==> src/rtl/alu_unit_if.sv <==
// Issue/result interface between the reservation station and alu_unit, plus the
// global width and op-code defines shared by both sides.
`ifndef XLEN
`define XLEN 32
`endif
`ifndef ALU_OP_WIDTH
`define ALU_OP_WIDTH 4
`endif
`ifndef ROB_SIZE_WIDTH
`define ROB_SIZE_WIDTH 4
`endif

`ifndef ALU_ADD
`define ALU_ADD  4'd0
`define ALU_SUB  4'd1
`define ALU_AND  4'd2
`define ALU_OR   4'd3
`define ALU_XOR  4'd4
`define ALU_SHL  4'd5
`define ALU_SHR  4'd6
`define ALU_SHRA 4'd7
`define ALU_EQ   4'd8
`define ALU_NEQ  4'd9
`define ALU_LT   4'd10
`define ALU_GE   4'd11
`define ALU_LTU  4'd12
`define ALU_GEU  4'd13
`endif

interface alu_unit_if;
  logic                       rs_ready;
  logic [`ALU_OP_WIDTH-1:0]   rs_op;
  logic [`XLEN-1:0]           rs_val1;
  logic [`XLEN-1:0]           rs_val2;
  logic [`ROB_SIZE_WIDTH-1:0] rs_id;
  logic                       alu_ready;
  logic [`XLEN-1:0]           alu_res;
  logic [`ROB_SIZE_WIDTH-1:0] alu_id;
  logic                       alu_busy;

  modport master (
    output rs_ready, rs_op, rs_val1, rs_val2, rs_id,
    input  alu_ready, alu_res, alu_id, alu_busy
  );

  modport slave (
    input  rs_ready, rs_op, rs_val1, rs_val2, rs_id,
    output alu_ready, alu_res, alu_id, alu_busy
  );
endinterface

==> src/rtl/alu_unit.sv <==
// Execution unit consuming RS issues and broadcasting results to wakeup/ROB.
// Define ALU_SERIAL_SHIFT_EN for a 1-bit-per-cycle shifter with a one-entry skid slot.
module alu_unit (
  input  logic       clk,
  input  logic       rst,
  input  logic       flush,
  alu_unit_if.slave  bus
);
  localparam int XW = `XLEN;
  localparam int OW = `ALU_OP_WIDTH;
  localparam int IW = `ROB_SIZE_WIDTH;

  function automatic logic [XW-1:0] alu_compute(input logic [OW-1:0] op,
                                                input logic [XW-1:0] a,
                                                input logic [XW-1:0] b);
    logic [XW-1:0] r;
    logic [4:0]    shamt;
    shamt = b[4:0];
    case (op)
      `ALU_ADD:  r = a + b;
      `ALU_SUB:  r = a - b;
      `ALU_AND:  r = a & b;
      `ALU_OR:   r = a | b;
      `ALU_XOR:  r = a ^ b;
      `ALU_SHL:  r = a << shamt;
      `ALU_SHR:  r = a >> shamt;
      `ALU_SHRA: r = $unsigned($signed(a) >>> shamt);
      `ALU_EQ:   r = {{(XW-1){1'b0}}, (a == b)};
      `ALU_NEQ:  r = {{(XW-1){1'b0}}, (a != b)};
      `ALU_LT:   r = {{(XW-1){1'b0}}, ($signed(a) < $signed(b))};
      `ALU_GE:   r = {{(XW-1){1'b0}}, ($signed(a) >= $signed(b))};
      `ALU_LTU:  r = {{(XW-1){1'b0}}, (a < b)};
      `ALU_GEU:  r = {{(XW-1){1'b0}}, (a >= b)};
      default:   r = '0;
    endcase
    return r;
  endfunction

  logic          rdy_q, rdy_d;
  logic [XW-1:0] res_q, res_d;
  logic [IW-1:0] id_q,  id_d;

  assign bus.alu_ready = rdy_q;
  assign bus.alu_res   = res_q;
  assign bus.alu_id    = id_q;

`ifdef ALU_SERIAL_SHIFT_EN
  typedef enum logic {IDLE, SHIFT} state_e;

  function automatic logic is_shift(input logic [OW-1:0] op);
    return (op == `ALU_SHL) || (op == `ALU_SHR) || (op == `ALU_SHRA);
  endfunction

  function automatic logic [XW-1:0] shift_step(input logic [OW-1:0] kind,
                                               input logic [XW-1:0] v);
    logic [XW-1:0] r;
    case (kind)
      `ALU_SHL:  r = {v[XW-2:0], 1'b0};
      `ALU_SHRA: r = {v[XW-1], v[XW-1:1]};
      default:   r = {1'b0, v[XW-1:1]};
    endcase
    return r;
  endfunction

  state_e        state_q, state_d;
  logic [XW-1:0] acc_q, acc_d;
  logic [4:0]    cnt_q, cnt_d;
  logic [OW-1:0] kind_q, kind_d;
  logic [IW-1:0] sid_q, sid_d;
  logic          skid_valid_q, skid_valid_d;
  logic [OW-1:0] skid_op_q, skid_op_d;
  logic [XW-1:0] skid_v1_q, skid_v1_d;
  logic [XW-1:0] skid_v2_q, skid_v2_d;
  logic [IW-1:0] skid_id_q, skid_id_d;

  logic          ex_valid;
  logic [OW-1:0] ex_op;
  logic [XW-1:0] ex_v1, ex_v2;
  logic [IW-1:0] ex_id;

  assign bus.alu_busy = (state_q == SHIFT) | skid_valid_q;

  // A pending skid op always goes ahead of a new issue so results stay in issue order.
  always_comb begin
    state_d      = state_q;
    acc_d        = acc_q;
    cnt_d        = cnt_q;
    kind_d       = kind_q;
    sid_d        = sid_q;
    skid_valid_d = skid_valid_q;
    skid_op_d    = skid_op_q;
    skid_v1_d    = skid_v1_q;
    skid_v2_d    = skid_v2_q;
    skid_id_d    = skid_id_q;
    rdy_d        = 1'b0;
    res_d        = res_q;
    id_d         = id_q;
    ex_valid     = 1'b0;
    ex_op        = bus.rs_op;
    ex_v1        = bus.rs_val1;
    ex_v2        = bus.rs_val2;
    ex_id        = bus.rs_id;

    case (state_q)
      IDLE: begin
        if (skid_valid_q) begin
          ex_valid     = 1'b1;
          ex_op        = skid_op_q;
          ex_v1        = skid_v1_q;
          ex_v2        = skid_v2_q;
          ex_id        = skid_id_q;
          skid_valid_d = 1'b0;
        end else if (bus.rs_ready) begin
          ex_valid = 1'b1;
        end
      end
      SHIFT: begin
        acc_d = shift_step(kind_q, acc_q);
        cnt_d = cnt_q - 5'd1;
        if (cnt_q == 5'd1) begin
          state_d = IDLE;
          rdy_d   = 1'b1;
          res_d   = shift_step(kind_q, acc_q);
          id_d    = sid_q;
        end
        if (bus.rs_ready && !skid_valid_q) begin
          skid_valid_d = 1'b1;
          skid_op_d    = bus.rs_op;
          skid_v1_d    = bus.rs_val1;
          skid_v2_d    = bus.rs_val2;
          skid_id_d    = bus.rs_id;
        end
      end
      default: state_d = IDLE;
    endcase

    if (ex_valid) begin
      if (is_shift(ex_op) && (ex_v2[4:0] != 5'd0)) begin
        state_d = SHIFT;
        acc_d   = ex_v1;
        cnt_d   = ex_v2[4:0];
        kind_d  = ex_op;
        sid_d   = ex_id;
      end else begin
        rdy_d = 1'b1;
        res_d = alu_compute(ex_op, ex_v1, ex_v2);
        id_d  = ex_id;
      end
    end
  end

  always_ff @(posedge clk) begin
    if (rst || flush) begin
      rdy_q        <= 1'b0;
      res_q        <= '0;
      id_q         <= '0;
      state_q      <= IDLE;
      acc_q        <= '0;
      cnt_q        <= '0;
      kind_q       <= '0;
      sid_q        <= '0;
      skid_valid_q <= 1'b0;
      skid_op_q    <= '0;
      skid_v1_q    <= '0;
      skid_v2_q    <= '0;
      skid_id_q    <= '0;
    end else begin
      rdy_q        <= rdy_d;
      res_q        <= res_d;
      id_q         <= id_d;
      state_q      <= state_d;
      acc_q        <= acc_d;
      cnt_q        <= cnt_d;
      kind_q       <= kind_d;
      sid_q        <= sid_d;
      skid_valid_q <= skid_valid_d;
      skid_op_q    <= skid_op_d;
      skid_v1_q    <= skid_v1_d;
      skid_v2_q    <= skid_v2_d;
      skid_id_q    <= skid_id_d;
    end
  end

  // The RS may only slip one op past alu_busy; a second one is lost.
  skid_overflow_a: assert property (@(posedge clk) disable iff (rst || flush)
                                    !(bus.rs_ready && skid_valid_q));
`else
  assign bus.alu_busy = 1'b0;

  always_comb begin
    rdy_d = bus.rs_ready;
    res_d = res_q;
    id_d  = id_q;
    if (bus.rs_ready) begin
      res_d = alu_compute(bus.rs_op, bus.rs_val1, bus.rs_val2);
      id_d  = bus.rs_id;
    end
  end

  always_ff @(posedge clk) begin
    if (rst || flush) begin
      rdy_q <= 1'b0;
      res_q <= '0;
      id_q  <= '0;
    end else begin
      rdy_q <= rdy_d;
      res_q <= res_d;
      id_q  <= id_d;
    end
  end
`endif
endmodule
==> src/flat_wrapper.sv <==
// flat-port wrapper written by rule: the top's interface ports become plain ports
module alu_unit_flat 
  (clk, rst, flush, bus_rs_ready, bus_rs_op, bus_rs_val1, bus_rs_val2, bus_rs_id, bus_alu_ready, bus_alu_res, bus_alu_id, bus_alu_busy);
  alu_unit_if bus_i ();
  input  logic clk;
  input  logic rst;
  input  logic flush;
  input wire logic [$bits(bus_i.rs_ready)-1:0] bus_rs_ready;
  input wire logic [$bits(bus_i.rs_op)-1:0] bus_rs_op;
  input wire logic [$bits(bus_i.rs_val1)-1:0] bus_rs_val1;
  input wire logic [$bits(bus_i.rs_val2)-1:0] bus_rs_val2;
  input wire logic [$bits(bus_i.rs_id)-1:0] bus_rs_id;
  output wire logic [$bits(bus_i.alu_ready)-1:0] bus_alu_ready;
  output wire logic [$bits(bus_i.alu_res)-1:0] bus_alu_res;
  output wire logic [$bits(bus_i.alu_id)-1:0] bus_alu_id;
  output wire logic [$bits(bus_i.alu_busy)-1:0] bus_alu_busy;
  assign bus_i.rs_ready = bus_rs_ready;
  assign bus_i.rs_op = bus_rs_op;
  assign bus_i.rs_val1 = bus_rs_val1;
  assign bus_i.rs_val2 = bus_rs_val2;
  assign bus_i.rs_id = bus_rs_id;
  assign bus_alu_ready = bus_i.alu_ready;
  assign bus_alu_res = bus_i.alu_res;
  assign bus_alu_id = bus_i.alu_id;
  assign bus_alu_busy = bus_i.alu_busy;
  alu_unit u_core (.clk(clk), .rst(rst), .flush(flush), .bus(bus_i));
endmodule
==> config.mk <==
export PLATFORM = sky130hd
export DESIGN_NAME = alu_unit_flat
export DESIGN_NICKNAME = d
export VERILOG_FILES = /design/src/rtl/alu_unit_if.sv /design/src/rtl/alu_unit.sv /design/src/flat_wrapper.sv
export SDC_FILE = /design/constraint.sdc
export NUM_CORES = 1
export LEC_CHECK = 0
export ABC_AREA = 1
export BUFFER_PORTS_ARGS = -buffer_cell sky130_fd_sc_hd__buf_4
export CORE_MARGIN = 2
export CORE_UTILIZATION = 33
export CTS_CLUSTER_SIZE = 40
export DETAILED_ROUTE_END_ITERATION = 6
export HOLD_SLACK_MARGIN = 0.06
export PLACE_DENSITY = 0.6
export SLEW_MARGIN = 20
export SYNTH_ARGS = -nofsm -noshare
export SYNTH_HDL_FRONTEND = slang
export SYNTH_SLANG_ARGS = --single-unit
==> constraint.sdc <==
create_clock -name clk -period 2.3 [get_ports clk]
set_input_delay 0.23 -clock clk [delete_from_list [all_inputs] [get_ports clk]]
set_output_delay 0.23 -clock clk [all_outputs]
set_load 0.05 [all_outputs]
# Yosys cells after proc, flatten, opt, wreduce, memory -nomap -nowiden
# Cells that the tools add are included.
[totals]
reg_bits = 37
input_bits = 76
output_inout_bits = 38
elab_cells = 33
[classes]
add_sub_neg = 2
n_lt_le_gt_ge = 4
n_eq_ne = 15
shifts = 3
n_mux = 1
bitwise = 3
n_reduce_logical = 2
[ops]
columns = ["cell", "n"]
rows = [
  ["case mux 32 bit (14 select lines)", 1],
  ["greater-or-equal comparator 32 bit", 2],
  ["< comparator 32 bit", 2],
  ["adder 32 bit", 1],
  ["AND 32 bit", 1],
  ["equality test 32 bit", 1],
  ["inequality test 32 bit", 1],
  ["OR 32 bit", 1],
  ["left shift 32 x 5 -> 32 bit", 1],
  [">> shifter 32 x 5 -> 32 bit", 1],
  [">>> shifter 32 x 5 -> 32 bit", 1],
  ["subtractor 32 bit", 1],
  ["bitwise XOR 32 bit", 1],
  ["equality test 4 bit (second input constant)", 6],
  ["equality test 4 x 3 -> 1 bit (second input constant)", 4],
  ["equality test 4 x 2 -> 1 bit (second input constant)", 2],
  ["equality test 4 x 1 -> 1 bit (second input constant)", 1],
  ["logical NOT 4 bit", 1],
  ["logical OR 1 bit", 1],
]

# Depth between registers and ports, before layout
# Gate-level depths: netlist of run 1.
[logic_depth]
depth_word = 2
mapped_depth = 20
ltp_nobuf = 18

# Worst setup path after synthesis of run 1
# Ideal clock, no wire load.
[synth_path]
kind = "in2reg"
startpoint = "input port bus_rs_val2[2]"
endpoint = "register u_core.res_q[27], in the netlist u_core.bus.alu_res[27]"
setup_time_ns = 0.132
arrival_time_ns = 2.160
t_required_ns = 2.168
slack_ns = 0.008
path_stages = 19
n_path_buf = 3
path_cell_list = "inv_1 > clkbuf_1 > buf_2 > ha_1 > buf_2 > nor2_1 > nand2_1 > nand2_1 > nand2_1 > nand2_1 > nand2_1 > nand2_1 > nand2_1 > nand3_1 > nand2_1 > nand3_1 > nand3_1 > nand2_1 > a21oi_1"
[synth_via]
elab_chain_len = 2
elab_cells_between_ends = 6
cone_classes = "add/sub (2); shift (3); mux (1)"
[synth_lines]
columns = ["element", "line_no", "source"]
rows = [
  ["start, declared", "flat_wrapper.sv:11", "input wire logic [$bits(bus_i.rs_val2)-1:0] bus_rs_val2;"],
  ["subtractor 32 bit, or another cell as far along", "alu_unit.sv:21", "`ALU_SUB: r = a - b;"],
  ["case mux 32 bit (14 select lines) *", "alu_unit.sv:19", "case (op)"],
  ["end signal, assigned", "alu_unit.sv:207", "res_q <= res_d;"],
  ["end, declared", "alu_unit.sv:40", "logic [XW-1:0] res_q, res_d;"],
]
# Mark *: on every way between the ends. The rest lies on a longest branch, timed or not.
# A chain may end at the register's enable or synchronous reset.

# Final worst setup path of run 1
[layout_path]
startpoint = "input port bus_rs_val1[13]"
endpoint = "register u_core.res_q[21], in the netlist u_core.bus.alu_res[21]"
[layout_via]
elab_chain_len = 2
elab_cells_between_ends = 6
cone_classes = "add/sub (2); shift (3); mux (1)"
[layout_lines]
columns = ["element", "line_no", "source"]
rows = [
  ["start, declared", "flat_wrapper.sv:10", "input wire logic [$bits(bus_i.rs_val1)-1:0] bus_rs_val1;"],
  ["subtractor 32 bit, or another cell as far along", "alu_unit.sv:21", ""],
  ["case mux 32 bit (14 select lines) *", "alu_unit.sv:19", ""],
]
# Marks and branches as above.

==> impl_metrics.py, run 1 <==
metrics = {
    "status": {
        "status": "finished with violations",
        "violations": "design-rule violations",
    },
    "place": {
        "gp_congestion": 1.05,
        "dp_slack_ns": -0.512,
        "io_buffers": 112,
        "hpwl_um": 54500,
        "dp_cells": 2998,
    },
    "pwr": {
        "intPower_mw": 2.67,
        "power_density_nw_per_um2": 331,
        "switching_power_mw": 2.50,
        "leakagePower_nw": 8.22,
        "totalPowerFinal_mw": 5.17,
        "p_clk_share_pct": 18.9,
        "swShare_pct": 48.3,
        "ir_drop_uv": 319,
        "p_seq_share_pct": 13.1,
        "pwr-share-comb_pct": 68.0,
    },
    "min_path": {
        "worstHoldPathType": "in2reg",
    },
    "layout": {
        "final_common_cell": "nand2_1",
        "most-common-layout-cells": "nand2_1 (690), buf_4 (529), nand3_1 (346)",
        "nNetsFinal": 2741,
        "areaGrowthSynthToFinish_pct": 42.2,
        "layout-drive-gt1-share_pct": 25.8,
        "final_cells": 3009,
        "final_core_util_pct": 47.8,
    },
    "die": {
        "die_h_um": 187,
        "ioPinCount": 114,
        "rows": 66,
        "core-area_um2": 32700,
        "die_w_um": 187,
        "initial_core_util_pct": 33.6,
        "dieArea_um2": 34800,
    },
    "route": {
        "finalWirelength_um": 65200,
        "via_per_inst": 5.49,
        "final_antenna_net_count": 0,
        "post_drt_wl_per_cell_um": 21.7,
        "drtIter0Drc": 2077,
        "drtPass1Iterations": 7,
        "route.detailed.drc": 15,
        "num_vias": 16500,
    },
    "timing": {
        "fin_ws_ns": 0.0831,
        "max_freq_mhz": 451,
        "clock_skew_ns": 0,
        "relSlewSlack_pct": 37.1,
        "period_needed_ns": 2.22,
        "post-route-period-util_pct": 96.4,
        "final-max-slew-violation-count": 0,
        "final_hold_viol_count": 0,
        "rsz0062_at_grt": "yes",
        "setup_violations": 0,
        "worst_pin_slew_ns": 0.943,
    },
    "grt": {
        "grt-ovfl-total": 0,
        "grt_pass1_wl_um": 96600,
        "track_usage_pct": 36.5,
        "first_global_vias": 15900,
        "grt_max_degree": 66,
        "antenna_found_initial": 3,
    },
    "setup_path": {
        "cp.required_ns": 2.44,
        "rrSetupSlack_ns": 1.48,
        "cpMostUsedCell": "nand2_1",
        "critical_path_arrival_ns": 2.36,
        "start_kind": "input pin",
        "reg2regPathDepth": 2,
        "path_cells": "buf_4 > inv_1 > ha_2 > buf_4 > nor2_1 > inv_1 > nor2_4 > nand2_1 > nor2_1 > nand2_1 > nand3_1 > nand2_1 > nand3_1 > nand4_1 > nand2_1 > a21oi_1",
        "crit_fanout": 6,
        "end_kind": "flip-flop",
        "slowest_stage": "ha_2",
        "critPathKind": "in2reg",
        "crit_end": "u_core.bus.alu_res[21]",
        "cp_slowest_stage_delay_ns": 0.36,
        "reg2reg_to": "u_core.bus.alu_res[15]",
        "r2r_start": "u_core.bus.alu_res[15]",
        "startpoint": "bus_rs_val1[13]",
    },
    "logic_synthesis": {
        "synth_nets": 2296,
        "synth.distinct_cells": 52,
        "synth_top_area_share_pct": 23.8,
        "ys_top_cells_by_area": "nand2_1 (24%), nand3_1 (16%), ha_1 (11%), dfxtp_1 (6.7%), inv_1 (6.7%)",
        "synth_cells": 2119,
        "ys_seq_area_share_pct": 6.74,
        "postSynthAreaPerCell_um2": 5.19,
        "syn_area_um2": 11000,
        "yosysTopAreaCell": "nand2_1",
        "yosysWarnings": 0,
        "synth-seq-cells": 37,
    },
    "clock_network": {
        "cts_buffers": 5,
        "cts_tree": "yes",
        "htree_num_levels": 2,
        "clockBufferDepth": 2,
        "clk_pin_slew_ns": 0.07,
        "cts_root_buf": "clkbuf_16",
        "clock_latency_ns": 0.30,
        "clock-sinks": 37,
    },
    "run": {
        "maxCapViolCount": 0,
    },
}
-- area by class of cell --
class | instances | area [µm²]
fill | 3719 | 17100
tap | 442 | 553
clock buffer | 5 | 125
sequential | 37 | 741
inverter | 212 | 806
clock inverter | 3 | 68.8
multi-input combinational | 1766 | 9110
timing repair buffer | 542 | 4230
antenna | 2 | 5.00
-- critical path, delay by kind of cell --
| kind | cells | cell delay, ns |
|---|---|---|
| AOI/OAI and AO/OA | 1 | 0.07 |
| adders and majority gates | 1 | 0.36 |
| buffers and inverters | 4 | 0.53 |
| and+or+nand+nor | 10 | 1.16 |
-- power by group through the flow --
stage	logic (mW)	registers (mW)	clock network, mW
after global routing	3.78	0.678	1.01
after CTS	3.36	0.677	0.981
after detailed placement	3.34	0.691	0
after global placement	3.34	0.691	0
final	3.52	0.677	0.976
after floorplan	1.63	0.751	0
-- repair_timing --
action | in CTS | in global routing
buffers inserted | 1 | 0
hold buffers | 0 | 0
pin swaps | 1 | 4
gates resized for setup | 6 | 65
setup endpoints to repair | 4 | 25
-- cell usage after synthesis, drive strengths merged --
cell     count
o22ai        8
a221oi       1
o21ai      106
buf         83
nor3        31
a21boi       2
xor2         1
o2111ai      2
fa           2
a21oi      145
o21a        12
a21o         4
o211ai      18
a211oi       4
a32oi        1
xnor2        1
clkbuf      21
ha          99
nand4       30
nor2       184
conb         1
nor4         4
o21bai      18
mux2i        1
o221ai       4
and2         7
nand3      352
inv        212
nand3b       5
nand2      709
a31oi        6
or2          4
nand2b       1
dfxtp       37
and3         1
a22o         2
-- metrics by stage --
stage | area (µm²) | TNS (ns) | hold WS, ns
floorplan | 11000 | 0 | 0.378
global placement | 15200 | -5.24 | 0.448
detailed placement | 15200 | -5.78 | 0.454
CTS | 15400 | 0 | 0.185
global route | 15600 | -0.0604 | 0.203
finish | 15600 | 0 | 0.192
-- state kept, by name, indices dropped and copies added (netlist names) --
name	cells
u_core.bus.alu_id	4
u_core.bus.alu_res	32
u_core.bus.alu_ready	1
-- how the worst min path moves through the flow --
stage	from	end	slack, ns	depth (start not counted)
final	bus_rs_id[3]	u_core.bus.alu_id[3]	0.19	3
after global routing	bus_rs_id[3]	u_core.bus.alu_id[3]	0.20	3
after CTS	bus_rs_id[3]	u_core.bus.alu_id[3]	0.19	3
after detailed placement	u_core.bus.alu_id[3]	u_core.bus.alu_id[3]	0.45	2
after global placement	u_core.bus.alu_id[0]	u_core.bus.alu_id[0]	0.45	2
after floorplan	bus_rs_id[1]	u_core.bus.alu_id[1]	0.38	2
-- per-layer routing --
metal,GRT usage [%],wire [µm],part of all wire (%)
met5,0,7,0.011
met4,20.3,4150,6.4
met3,4.87,5810,8.9
met2,58.6,28700,44
met1,47.3,26500,41
-- cell families after synthesis --
logic type / count (synthesis) / share of synthesized area, %
AOI/OAI and AO/OA: 333 / 17.3
xor gates and xnor gates: 2 / 0.159
adders and majority gates: 101 / 11.6
buffers and inverters: 316 / 12.4
DFF: 37 / 6.74
muxes: 1 / 0.0910
other: 1 / 0.0341
and+or+nand+nor: 1328 / 51.7
(Power assumes the default switching activity.)
==> run 2, diff against run 1 <==
- REMOVE_ABC_BUFFERS: unset -> 1
==> run 2 against run 1 <==
The flow now finishes without violations. Sequential share of layout area is 0.27 points lower. Combinational power is 7.4% higher. Via count is 2.3% higher. Critical path type unchanged. Critical endpoint is now u_core.bus.alu_res[24].
==> impl_metrics.py, run 2 (synthesis gave the netlist of run 1 again) <==
metrics = {
    "grt": {
        "grt_pass1_wl_um": 101000,
        "track_usage_pct": 38.6,
        "antenna_found_initial": 0,
        "first_global_vias": 16200,
        "grt-ovfl-total": 0,
        "grt_max_degree": 49,
    },
    "clock_network": {
        "clk_pin_slew_ns": 0.06,
        "cts_tree": "yes",
        "htree_num_levels": 2,
        "cts_buffers": 5,
        "clockBufferDepth": 2,
        "cts_root_buf": "clkbuf_16",
        "ctsHoldBuffers": 0,
        "clock_latency_ns": 0.30,
        "clock-sinks": 37,
    },
    "place": {
        "io_buffers": 112,
        "hpwl_um": 59000,
        "gp_congestion": 1.02,
        "dp_slack_ns": -0.616,
        "dpl_cell_area_um2": 16100,
    },
    "timing": {
        "post-route-period-util_pct": 96.7,
        "final-max-slew-violation-count": 0,
        "clock_skew_ns": 0,
        "fin_ws_ns": 0.0760,
        "relSlewSlack_pct": 38.6,
        "period_needed_ns": 2.22,
        "setup_violations": 0,
        "worst_pin_slew_ns": 0.921,
        "final_hold_viol_count": 0,
        "max_freq_mhz": 450,
    },
    "route": {
        "final_antenna_net_count": 0,
        "finalWirelength_um": 69000,
        "post_drt_wl_per_cell_um": 22.1,
        "num_vias": 16900,
        "via_per_inst": 5.40,
        "drtIter0Drc": 1767,
        "route.detailed.drc": 0,
        "drtPass1Iterations": 5,
    },
    "pwr": {
        "totalPowerFinal_mw": 5.41,
        "ir_drop_uv": 250,
        "power_density_nw_per_um2": 326,
        "leakagePower_nw": 8.80,
    },
    "setup_path": {
        "end_kind": "flip-flop",
        "startpoint": "bus_rs_val1[19]",
        "crit_fanout": 5,
        "cp.required_ns": 2.44,
        "critPathKind": "in2reg",
        "r2r_start": "u_core.bus.alu_res[11]",
        "critical_path_arrival_ns": 2.37,
        "start_kind": "input pin",
    },
    "layout": {
        "seqCellArea_um2": 741,
        "areaGrowthSynthToFinish_pct": 50.8,
        "antennaDiodeCount": 0,
        "layout-drive-gt1-share_pct": 29.2,
        "largest_reg_flops": 32,
        "design_area_um2": 16600,
        "final_common_cell": "nand2_1",
        "n_fill_cell": 3547,
        "multi_input_area_um2": 9130,
        "most-common-layout-cells": "nand2_1 (688), buf_4 (643), nand3_1 (346)",
        "nNetsFinal": 2860,
    },
    "run": {
        "maxCapViolCount": 0,
    },
    "die": {
        "dieArea_um2": 34800,
        "initial_core_util_pct": 33.6,
        "die_h_um": 187,
        "core-area_um2": 32700,
        "ioPinCount": 114,
        "rows": 66,
        "die_w_um": 187,
    },
    "min_path": {
        "worstHoldPathType": "in2reg",
        "min-delay-start": "bus_rs_id[0]",
    },
    "status": {
        "status": "completed",
    },
}
==> run 2: worst max-delay path: stages <==
cell and delay [ns]:
buf_4 0.11, inv_1 0.07, ha_1 0.40, buf_4 0.15, nand2_1 0.13, o21ai_0 0.50
buf_4 0.20, a21oi_1 0.07, nand3_1 0.11, nand2_1 0.06, nand3_1 0.09, nand3_1 0.09
nand2_1 0.08, a21oi_1 0.06
==> run 2: worst paths after layout <==
path                                  to  depth (start not counted)  slack [ns]
hold / removal      u_core.bus.alu_id[0]                          3        0.20
setup reg to reg  u_core.bus.alu_res[11]                          2        1.49
setup / recovery  u_core.bus.alu_res[24]                         14        0.08
hold reg to reg     u_core.bus.alu_id[1]                          2        0.47
==> run 2: routing by layer <==
metal	routed length, µm	global-route usage (%)
met1	29600	51.2
met2	31600	65.0
met3	4670	3.01
met4	3150	15.1
met5	0	0
==> run 2: where the power goes <==
part	internal, mW	switching, mW
clock network	0.621	0.337
logic	1.55	2.22
registers	0.660	0.0172
==> run 2: through the flow <==
step | cells | util, % | TNS (ns) | hold WS [ns]
after floorplan | 2015 | - | -13.81 | 0.370
after global placement | 3117 | 49.4 | -5.90 | 0.448
after detailed placement | 3117 | 49.4 | -6.61 | 0.457
after CTS | 3125 | 50.0 | -0.0401 | 0.191
after global routing | 3126 | 50.7 | -0.0407 | 0.202
final | 3126 | 50.7 | 0 | 0.195
==> run 2: repair_timing <==
action	4_1_cts	5_1_grt
setup buffers	0	1
resized for setup	8	60
endpoints found under the setup margin	5	27
pin swaps	2	3
hold endpoints to repair	0	0
==> run 2: area by class of cell <==
cell class	instances	area share, %
inverters	212	4.85
clock buffers	5	0.754
repair buffers	661	31.2
flip-flops and latches	37	4.47
well taps	442	3.33
multi-input cells	1766	55.0
clock inverters	3	0.392
